### config.mk
export PLATFORM = sky130hd
export DESIGN_NAME = write_back_stage_flat
export DESIGN_NICKNAME = d
export VERILOG_FILES = /design/src/rtl/write_back_stage_if.sv /design/src/rtl/write_back_stage.sv /design/src/flat_wrapper.sv
export SDC_FILE = /design/constraint.sdc
export NUM_CORES = 1
export LEC_CHECK = 0
export ABC_CLOCK_PERIOD_IN_PS = 3690
export BUFFER_PORTS_ARGS = -buffer_cell sky130_fd_sc_hd__buf_2
export CAP_MARGIN = 40
export CORE_MARGIN = 10
export CORE_UTILIZATION = 53
export DETAILED_ROUTE_END_ITERATION = 16
export PLACE_DENSITY = 0.87
export REMOVE_ABC_BUFFERS = 1
export SYNTH_ARGS = -nofsm -noshare
export SYNTH_HDL_FRONTEND = slang
export SYNTH_SLANG_ARGS = --single-unit
### constraint.sdc
create_clock -name clk -period 3.69 [get_ports clk]
set_clock_uncertainty 0.2 [all_clocks]
set_input_delay 0.369 -clock clk [delete_from_list [all_inputs] [get_ports clk]]
set_output_delay 0.369 -clock clk [all_outputs]
set_load 0.1 [all_outputs]
### src/rtl/write_back_stage_if.sv
// MEM/WB boundary bus: instruction results from the memory stage in,
// register-file write port and retirement status out.
interface write_back_stage_if #(
    parameter int XLEN    = 32,
    parameter int NUM_SRC = 4,
    parameter int REG_AW  = 5,
    parameter int CNT_W   = 32
);
    localparam int SEL_W = $clog2(NUM_SRC);

    logic                    in_valid;
    logic                    stall;
    logic                    flush;
    logic [NUM_SRC*XLEN-1:0] src_data;
    logic [SEL_W-1:0]        wb_sel;
    logic                    is_load;
    logic [2:0]              load_funct3;
    logic [1:0]              addr_low;
    logic [REG_AW-1:0]       rd_addr;
    logic                    reg_write;

    logic                    rf_we;
    logic [REG_AW-1:0]       rf_waddr;
    logic [XLEN-1:0]         rf_wdata;
    logic                    wb_valid;
    logic                    misalign_err;
    logic [CNT_W-1:0]        retired_cnt;

    modport master (
        output in_valid, stall, flush, src_data, wb_sel, is_load,
               load_funct3, addr_low, rd_addr, reg_write,
        input  rf_we, rf_waddr, rf_wdata, wb_valid, misalign_err, retired_cnt
    );

    modport slave (
        input  in_valid, stall, flush, src_data, wb_sel, is_load,
               load_funct3, addr_low, rd_addr, reg_write,
        output rf_we, rf_waddr, rf_wdata, wb_valid, misalign_err, retired_cnt
    );
endinterface

### src/rtl/write_back_stage.sv
// Write-back stage: registers the MEM/WB boundary, selects among NUM_SRC result
// sources, aligns/extends load data (XLEN = 32) and drives the register-file write port.
module write_back_stage #(
    parameter int XLEN    = 32,
    parameter int NUM_SRC = 4,
    parameter int REG_AW  = 5,
    parameter int CNT_W   = 32
) (
    input  logic             clk,
    input  logic             reset,
    write_back_stage_if.slave bus
);
    typedef enum logic [2:0] {
        F3_LB  = 3'b000,
        F3_LH  = 3'b001,
        F3_LW  = 3'b010,
        F3_LBU = 3'b100,
        F3_LHU = 3'b101
    } load_f3_e;

    logic [XLEN-1:0]   w_sel_data;
    logic              w_sel_ok;
    logic [7:0]        w_byte;
    logic [15:0]       w_half;
    logic [XLEN-1:0]   w_ld_data;
    logic              w_ld_ok;
    logic              w_mis;
    logic              w_ok;
    logic [XLEN-1:0]   w_data;
    logic              w_we;

    logic              r_valid;
    logic              r_we;
    logic              r_err;
    logic [REG_AW-1:0] r_waddr;
    logic [XLEN-1:0]   r_wdata;
    logic [CNT_W-1:0]  r_cnt;

    // Out-of-range selects leave w_sel_ok low so the write is suppressed.
    always_comb begin
        w_sel_data = '0;
        w_sel_ok   = 1'b0;
        for (int unsigned i = 0; i < NUM_SRC; i++) begin
            if (32'(bus.wb_sel) == i) begin
                w_sel_data = bus.src_data[i*XLEN +: XLEN];
                w_sel_ok   = 1'b1;
            end
        end
    end

    always_comb begin
        w_byte = '0;
        case (bus.addr_low)
            2'd0:    w_byte = w_sel_data[7:0];
            2'd1:    w_byte = w_sel_data[15:8];
            2'd2:    w_byte = w_sel_data[23:16];
            default: w_byte = w_sel_data[31:24];
        endcase
        w_half = bus.addr_low[1] ? w_sel_data[31:16] : w_sel_data[15:0];

        w_ld_data = w_sel_data;
        w_ld_ok   = 1'b1;
        w_mis     = 1'b0;
        if (bus.is_load) begin
            case (bus.load_funct3)
                F3_LB:   w_ld_data = {{(XLEN-8){w_byte[7]}}, w_byte};
                F3_LBU:  w_ld_data = {{(XLEN-8){1'b0}}, w_byte};
                F3_LH: begin
                    w_ld_data = {{(XLEN-16){w_half[15]}}, w_half};
                    w_mis     = (bus.addr_low == 2'd3);
                end
                F3_LHU: begin
                    w_ld_data = {{(XLEN-16){1'b0}}, w_half};
                    w_mis     = (bus.addr_low == 2'd3);
                end
                F3_LW: begin
                    w_ld_data = w_sel_data;
                    w_mis     = (bus.addr_low != 2'd0);
                end
                default: begin
                    w_ld_data = '0;
                    w_ld_ok   = 1'b0;
                end
            endcase
        end

        w_ok   = w_sel_ok & w_ld_ok & ~w_mis;
        w_data = w_ok ? w_ld_data : '0;
        w_we   = bus.in_valid & bus.reg_write & (bus.rd_addr != '0) & w_ok;
    end

    // The counter looks at the pre-edge wb_valid, so a flush never retracts a retirement.
    always_ff @(posedge clk) begin
        if (reset) begin
            r_valid <= 1'b0;
            r_we    <= 1'b0;
            r_err   <= 1'b0;
            r_waddr <= '0;
            r_wdata <= '0;
            r_cnt   <= '0;
        end else begin
            if (r_valid && !bus.stall) begin
                r_cnt <= r_cnt + CNT_W'(1);
            end
            if (bus.flush) begin
                r_valid <= 1'b0;
                r_we    <= 1'b0;
                r_err   <= 1'b0;
            end else if (!bus.stall) begin
                r_valid <= bus.in_valid;
                r_we    <= w_we;
                r_err   <= bus.in_valid & w_mis;
                if (bus.in_valid) begin
                    r_waddr <= bus.rd_addr;
                    r_wdata <= w_data;
                end
            end
        end
    end

    assign bus.rf_we        = r_we;
    assign bus.rf_waddr     = r_waddr;
    assign bus.rf_wdata     = r_wdata;
    assign bus.wb_valid     = r_valid;
    assign bus.misalign_err = r_err;
    assign bus.retired_cnt  = r_cnt;
endmodule
### src/flat_wrapper.sv
// flat-port wrapper written by rule: the top's interface ports become plain ports
module write_back_stage_flat 
#(
    parameter int XLEN    = 32,
    parameter int NUM_SRC = 4,
    parameter int REG_AW  = 5,
    parameter int CNT_W   = 32
)
  (clk, reset, bus_in_valid, bus_stall, bus_flush, bus_src_data, bus_wb_sel, bus_is_load, bus_load_funct3, bus_addr_low, bus_rd_addr, bus_reg_write, bus_rf_we, bus_rf_waddr, bus_rf_wdata, bus_wb_valid, bus_misalign_err, bus_retired_cnt);
  write_back_stage_if #(.XLEN(XLEN), .NUM_SRC(NUM_SRC), .REG_AW(REG_AW), .CNT_W(CNT_W)) bus_i ();
  input  logic clk;
  input  logic reset;
  input wire logic [$bits(bus_i.in_valid)-1:0] bus_in_valid;
  input wire logic [$bits(bus_i.stall)-1:0] bus_stall;
  input wire logic [$bits(bus_i.flush)-1:0] bus_flush;
  input wire logic [$bits(bus_i.src_data)-1:0] bus_src_data;
  input wire logic [$bits(bus_i.wb_sel)-1:0] bus_wb_sel;
  input wire logic [$bits(bus_i.is_load)-1:0] bus_is_load;
  input wire logic [$bits(bus_i.load_funct3)-1:0] bus_load_funct3;
  input wire logic [$bits(bus_i.addr_low)-1:0] bus_addr_low;
  input wire logic [$bits(bus_i.rd_addr)-1:0] bus_rd_addr;
  input wire logic [$bits(bus_i.reg_write)-1:0] bus_reg_write;
  output wire logic [$bits(bus_i.rf_we)-1:0] bus_rf_we;
  output wire logic [$bits(bus_i.rf_waddr)-1:0] bus_rf_waddr;
  output wire logic [$bits(bus_i.rf_wdata)-1:0] bus_rf_wdata;
  output wire logic [$bits(bus_i.wb_valid)-1:0] bus_wb_valid;
  output wire logic [$bits(bus_i.misalign_err)-1:0] bus_misalign_err;
  output wire logic [$bits(bus_i.retired_cnt)-1:0] bus_retired_cnt;
  assign bus_i.in_valid = bus_in_valid;
  assign bus_i.stall = bus_stall;
  assign bus_i.flush = bus_flush;
  assign bus_i.src_data = bus_src_data;
  assign bus_i.wb_sel = bus_wb_sel;
  assign bus_i.is_load = bus_is_load;
  assign bus_i.load_funct3 = bus_load_funct3;
  assign bus_i.addr_low = bus_addr_low;
  assign bus_i.rd_addr = bus_rd_addr;
  assign bus_i.reg_write = bus_reg_write;
  assign bus_rf_we = bus_i.rf_we;
  assign bus_rf_waddr = bus_i.rf_waddr;
  assign bus_rf_wdata = bus_i.rf_wdata;
  assign bus_wb_valid = bus_i.wb_valid;
  assign bus_misalign_err = bus_i.misalign_err;
  assign bus_retired_cnt = bus_i.retired_cnt;
  write_back_stage #(.XLEN(XLEN), .NUM_SRC(NUM_SRC), .REG_AW(REG_AW), .CNT_W(CNT_W)) u_core (.clk(clk), .reset(reset), .bus(bus_i));
endmodule
==> results of run 1 <==
-- flip-flops by register name, summed over array words and instances, names as in the netlist --
signal	flops
u_core.bus.retired_cnt	32
u_core.bus.rf_wdata	32
u_core.bus.rf_waddr	5
u_core.bus.misalign_err	1
u_core.bus.rf_we	1
u_core.bus.wb_valid	1
-- cell type report --
type | instances | share of cell area
flip-flops and latches | 72 | 0.216
clock buffers | 10 | 0.0191
well taps | 133 | 0.0249
multi-input cells | 497 | 0.538
clock inverters | 6 | 0.0172
inverters | 12 | 0.00675
repair buffers | 229 | 0.179
-- placed cells by master, fill, tap and decap left out, types with 3 or more instances in the layout --
cell / synthesis / final
a221o_1: 3 / 3
o21ai_0: 34 / 34
nand3_1: 23 / 23
mux4_2: 18 / 18
buf_2: 20 / 217
nor3_1: 26 / 26
a311oi_1: 4 / 4
clkbuf_8: 0 / 9
a221oi_1: 13 / 13
and4_1: 8 / 8
or3_1: 3 / 3
o22ai_1: 6 / 6
buf_4: 4 / 10
bufinv_16: 0 / 3
nor2b_1: 5 / 5
a21oi_1: 51 / 51
o221ai_1: 6 / 6
and3_1: 6 / 6
o211ai_1: 3 / 3
xor2_1: 8 / 8
nand2_1: 65 / 65
a211oi_1: 3 / 3
nor2_1: 47 / 47
a22oi_1: 15 / 15
mux2_2: 35 / 35
mux2i_1: 40 / 40
inv_1: 11 / 11
dfxtp_1: 72 / 72
and2_1: 3 / 3
nor4_1: 6 / 6
nand4_1: 5 / 5
xnor2_1: 21 / 21
-- cells in the mapped netlist, types with 8 or more instances --
cell type and instances:
a21oi_1 51, a221oi_1 13, a22oi_1 15, and4_1 8, buf_2 20, clkbuf_1 19
dfxtp_1 72, inv_1 11, mux2_2 35, mux2i_1 40, mux4_2 18, nand2_1 65
nand3_1 23, nor2_1 47, nor3_1 26, o21ai_0 34, xnor2_1 21, xor2_1 8
-- metal layers --
metal,GRT usage,part of all wire
met1,0.290,0.38
met2,0.434,0.49
met3,0.0977,0.12
met4,0.0732,0.022
met5,0,0
-- worst reg2reg max path, delay by kind of cell (launching register included) --
kind / cells / cell delay (ps)
flops: 1 / 430
xor+xnor: 1 / 170
simple gates: 4 / 1340
-- power by group through the flow --
stage / Combinational [W] / Sequential, W / Clock [W]
2_1_floorplan: 0.000222 / 0.000896 / 0
3_3_place_gp: 0.000503 / 0.000814 / 0
3_5_place_dp: 0.000519 / 0.000815 / 0
4_1_cts: 0.000521 / 0.000796 / 0.000781
5_1_grt: 0.000565 / 0.000798 / 0.000808
6_report: 0.000528 / 0.000797 / 0.000778
-- per-stage QoR --
| stage | power (W) | hold WS (ps) | instance area (µm²) | cells |
|---|---|---|---|---|
| finish | 0.00210 | 67.6 | 6680 | 959 |
| global route | 0.00217 | 64.6 | 6680 | 959 |
| CTS | 0.00210 | 62.0 | 6680 | 959 |
| detailed placement | 0.00133 | 258 | 6430 | 943 |
| global placement | 0.00132 | 244 | 6400 | 941 |
| floorplan | 0.00112 | 238 | 5080 | 581 |
-- worst max-delay path by stage --
stage | startpoint | endpoint | slack (ps) | cells past startpoint
after floorplan | u_core.bus.retired_cnt[7] | u_core.bus.retired_cnt[31] | 1030 | 5
after global placement | bus_addr_low[1] | u_core.bus.rf_wdata[26] | 890 | 6
after detailed placement | bus_wb_sel[0] | u_core.bus.rf_wdata[26] | 960 | 7
after CTS | bus_wb_sel[0] | u_core.bus.rf_wdata[11] | 1340 | 8
after global routing | bus_wb_sel[0] | u_core.bus.rf_wdata[11] | 1150 | 8
final | bus_wb_sel[1] | u_core.bus.rf_wdata[7] | 1280 | 6
-- cell families (layout without fill, tap and decap cells) --
group / after synthesis / in the layout / synth area share
simple gates: 218 / 218 / 0.210
compound gates: 156 / 156 / 0.188
mux: 93 / 93 / 0.225
buf+inv: 62 / 257 / 0.0554
flops: 72 / 72 / 0.271
xor+xnor: 29 / 29 / 0.0477
fa+ha+maj: 1 / 1 / 0.00235
==> results.ini, run 1 <==
[clock_tree]
post_cts_buffers = 0
cts_resized = 0
clock_latency_ps = 350
path_clk_slew_ps = 80
cts_max_path_buffers = 2
cts_tree = built
root_buffer = clkbuf_8
ctsHoldBuffers = 0
clkSinkCount = 72
h-tree-depth = 3
cts_made_buffers = 9

[drt]
first_pass_iters = 5
drc = 0
drt-total-wl_mm = 19.2
wl_per_cell_um = 20.1
drtAntennaViolNets = 0
vias_per_cell = 6.24
drt-initial-drc-count = 863
vias = 5983

[layout]
post-route-util = 0.683
fill_cells = 789
n_antenna_cell = 0
ff_latch_area_um2 = 1440
multiInputGateArea_um2 = 3590
area_delta_synth_final_pct = 25.4
drive_gt1_frac = 0.374
nNetsFinal = 969

[logic_synthesis]
yosys_warnings = 0
synth-main-ff-cell = dfxtp_1
yosys.cell_types.count = 65
yosys_register_bits = 72
synth_area_leaders = dfxtp_1 27%, mux4_2 7.6%, mux2i_1 7.5%
syn_area_um2 = 5330
synth_edf_count = 0
yosys.area.top_type = dfxtp_1
ys_async_sr_fraction = 0
postSynthAreaPerCell_um2 = 8.44
synth_top_area_frac = 0.271
synthCells = 631
synth_seq_area_share = 0.271

[sta]
rsz0062_at_grt = no
setup_tns_ps = 0
layout_min_cycle_time_ps = 2410
slew_headroom = 0.397
tightest_slew_ps = 905
hold_viol = 0
fin_crit_sh = 0.654
final_max_slew_viol_count = 0
setup_viol = 0
setup_slack_ps = 1280
fmax_mhz = 415

[setup_path]
rr_worst_depth = 5
critPathBufInv = 1
path_cells = buf_2, nor2_1, a22oi_1, a31o_2, nand2_1, a221oi_1
crit_fanout = 39
worstReg2RegEnd = u_core.bus.retired_cnt[25]
cp_top_family = compound AO/OA/AOI/OAI gates
cp-start-kind = input port
r2r_start = u_core.bus.retired_cnt[7]
criticalPathCategory = input port to flop
cp_slowest_cell = buf_2
worstPathArrival_ps = 2460
max_stage_delay_ps = 680
required_ps = 3740
r2r_setup_slack_ps = 1420
endpoint_kind = flop

[power]
sw_frac_of_total = 0.311
p_leak_nw = 2.90
clock_power_share = 0.370
powerDensity_nw_per_um2 = 315
p_comb_frac = 0.251
p_int_w = 0.00145
sequentialPowerShare = 0.379
ir_worst_vdd_uv = 214
power_switching_w = 0.000655

[die]
initial_utilization = 0.545
chipWidth_um = 120
ios = 219
fp.dieArea_um2 = 14500
row_count = 36
core_um2 = 9770
die_h_um = 120

[placement]
hpwl_mm = 14.8
port_buffers = 218
gp_congestion = 0.909
dpl_worst_slack_ps = 960

[global_route]
grtUsageTotal = 0.254
grt_max_degree = 43
antenna_found_initial = 1
grt-ovfl-total = 0
grt_pass1_wl_mm = 30.5
grt_pass1_vias = 6068

[hold_path]
min_path_cells = 3
min_path_type = input port to flop
min_from = bus_rd_addr[3]
holdPathEnd = u_core.bus.rf_waddr[3]

[job]
drv_cap = 0

[status]
status = finished clean

No activity file was read; power rests on OpenSTA's default activity.
==> run 2, diff against run 1 <==
--- a/config.mk
+++ b/config.mk
@@ -5,13 +5,13 @@
 export SDC_FILE = /design/constraint.sdc
 export NUM_CORES = 1
 export LEC_CHECK = 0
-export ABC_CLOCK_PERIOD_IN_PS = 3690
+export ABC_CLOCK_PERIOD_IN_PS = 2000
 export BUFFER_PORTS_ARGS = -buffer_cell sky130_fd_sc_hd__buf_2
 export CAP_MARGIN = 40
 export CORE_MARGIN = 10
-export CORE_UTILIZATION = 53
+export CORE_UTILIZATION = 45
 export DETAILED_ROUTE_END_ITERATION = 16
-export PLACE_DENSITY = 0.87
+export PLACE_DENSITY = 0.78
 export REMOVE_ABC_BUFFERS = 1
 export SYNTH_ARGS = -nofsm -noshare
 export SYNTH_HDL_FRONTEND = slang
==> constraint.sdc (replaced) <==
create_clock -name clk -period 2 [get_ports clk]
set_clock_uncertainty 0.2 [all_clocks]
set_input_delay 0.2 -clock clk [delete_from_list [all_inputs] [get_ports clk]]
set_output_delay 0.2 -clock clk [all_outputs]
set_load 0.1 [all_outputs]
==> run 2 against run 1 <==
  * Final area up 9.8%
  * Global-route usage down 2.4 points
  * Via count grew 2.2%
  * Clock-buffer cell count increased by 1
  * Sequential power rose by 84%
  * Register-to-register slack worse by 1300 ps
  * Cell count increased by 7.3%
  * Total power grew 100%
  * Die area increased by 15%
  * Clock power rose by 110%
  * Routed wire length rose by 3.6%
  * First-iteration DRC count down 28%
  * Highest routed layer unchanged
==> results.ini, run 2 (synthesized netlist as in run 1, its figures left out) <==
[clock_tree]
h-tree-depth = 3
post_cts_buffers = 0
root_buffer = clkbuf_16
cts_made_buffers = 9
cts_tree = built
clock_latency_ps = 330
path_clk_slew_ps = 60
clkSinkCount = 72
cts_max_path_buffers = 2

[hold_path]
min_path_type = input port to flop
holdPathEnd = u_core.bus.rf_wdata[31]
min_path_cells = 2
min_from = bus_load_funct3[2]

[global_route]
antenna_found_initial = 0
grtUsageTotal = 0.231
grt_max_degree = 63
grt_pass1_vias = 6069
grt_pass1_wl_mm = 31.3
grt-ovfl-total = 0

[drt]
vias_per_cell = 5.94
drt-initial-drc-count = 622
first_pass_iters = 5
wl_met3_mm = 2.30
vias = 6115
drc = 0
wl_per_cell_um = 19.4
drtAntennaViolNets = 0
wl_met1_mm = 7.95
drt-total-wl_mm = 19.9
routed-wl-met2_mm = 9.28
dr.max_layer_used = met4

[sta]
final_max_slew_viol_count = 0
rsz0062_at_grt = no
setup_viol = 0
hold_slack_ps = 34.3
tightest_slew_ps = 523
layout_min_cycle_time_ps = 1880
setup_tns_ps = 0
fmax_mhz = 531
hold_viol = 0
slew_headroom = 0.648
fin_crit_sh = 0.942

[die]
initial_utilization = 0.463
ios = 219
fp.dieArea_um2 = 16600
core_um2 = 11500
chipWidth_um = 129
die_h_um = 129
row_count = 39

[setup_path]
worstReg2RegEnd = u_core.bus.retired_cnt[25]
r2r_setup_slack_ps = 120
required_ps = 2010
criticalPathCategory = flop to flop
cp-start-kind = flop
crit_fanout = 19
worstPathArrival_ps = 1900
r2r_start = u_core.bus.retired_cnt[10]
endpoint_kind = flop
rr_worst_depth = 6

[placement]
hpwl_mm = 15.5
port_buffers = 218
placedCellCount = 1007
gp_congestion = 0.913
dpl_cell_area_um2 = 6940

[layout]
final_common_cell = buf_2
n_antenna_cell = 0
post-route-util = 0.637
area_delta_synth_final_pct = 37.6
design_area_um2 = 7330
drive_gt1_frac = 0.416
final_cells = 1029
mostFrequentLayoutCells = 217 x buf_2, 72 x dfxtp_1, 65 x nand2_1
nNetsFinal = 1029

[power]
ir_worst_vdd_uv = 377
powerDensity_nw_per_um2 = 575
p_leak_nw = 3.26

[job]
drv_cap = 0

[status]
status = finished clean

## run 2: cell types whose count changed in the layout (fill, tap and decap cells not counted), moves of 6 or more
cell,previous run,this run
buf_4,10,58
clkbuf_16,0,9
buf_12,1,8
clkbuf_8,9,2
dlygate4sd3_1,0,6
## run 2: how the worst max path moves through the flow
stage                               startpoint                          to  slack, ps  cells past startpoint
floorplan            u_core.bus.retired_cnt[7]  u_core.bus.retired_cnt[31]       -660                      5
finish              u_core.bus.retired_cnt[10]  u_core.bus.retired_cnt[25]        120                      6
detailed placement               bus_wb_sel[0]      u_core.bus.rf_wdata[6]       -160                      7
global placement                 bus_wb_sel[0]     u_core.bus.rf_wdata[23]       -140                      6
CTS                 u_core.bus.retired_cnt[10]  u_core.bus.retired_cnt[21]         90                      6
global route                     bus_wb_sel[0]     u_core.bus.rf_wdata[26]         20                      7
## run 2: worst max-delay path: stages (launching register included)
cell and delay, ps:
dfxtp_1 370, and4_2 310, nand4_2 100, buf_4 220, nor4_1 360, xnor2_1 160
nor2_1 50
## run 2: timing repair
item,4_1_cts,5_1_grt
setup endpoints to repair,0,4
hold buffers,6,0
endpoints found under the hold margin,6,0
gates resized for setup,0,5
## run 2: through the flow
step,total power [W],worst slack (ps)
global route,0.00437,18.2
floorplan,0.00206,-659
finish,0.00422,115
detailed placement,0.00255,-161
CTS,0.00421,87.2
global placement,0.00254,-140
## run 2: power by group
| group | total [W] | internal (W) | switching, W |
|---|---|---|---|
| clock | 0.00167 | 0.00103 | 0.000643 |
| combinational | 0.00107 | 0.000462 | 0.000612 |
| sequential | 0.00147 | 0.00146 | 0.0000151 |
## run 2: layout make-up
class | instances | area, µm²
Clock buffer | 11 | 253
Sequential cell | 72 | 1440
Clock inverter | 5 | 55.1
Tap cell | 143 | 179
Inverter | 12 | 45.0
Fill cell | 996 | 4190
Timing Repair Buffer | 289 | 1740
Multi-Input combinational cell | 497 | 3620
## run 2: layer usage
| metal | track usage | vias to the layer above |
|---|---|---|
| li1 | - | 2884 |
| met2 | 0.380 | 356 |
| met5 | 0 | - |
| met3 | 0.0854 | 42 |
| met4 | 0.0682 | 0 |
| met1 | 0.275 | 2833 |
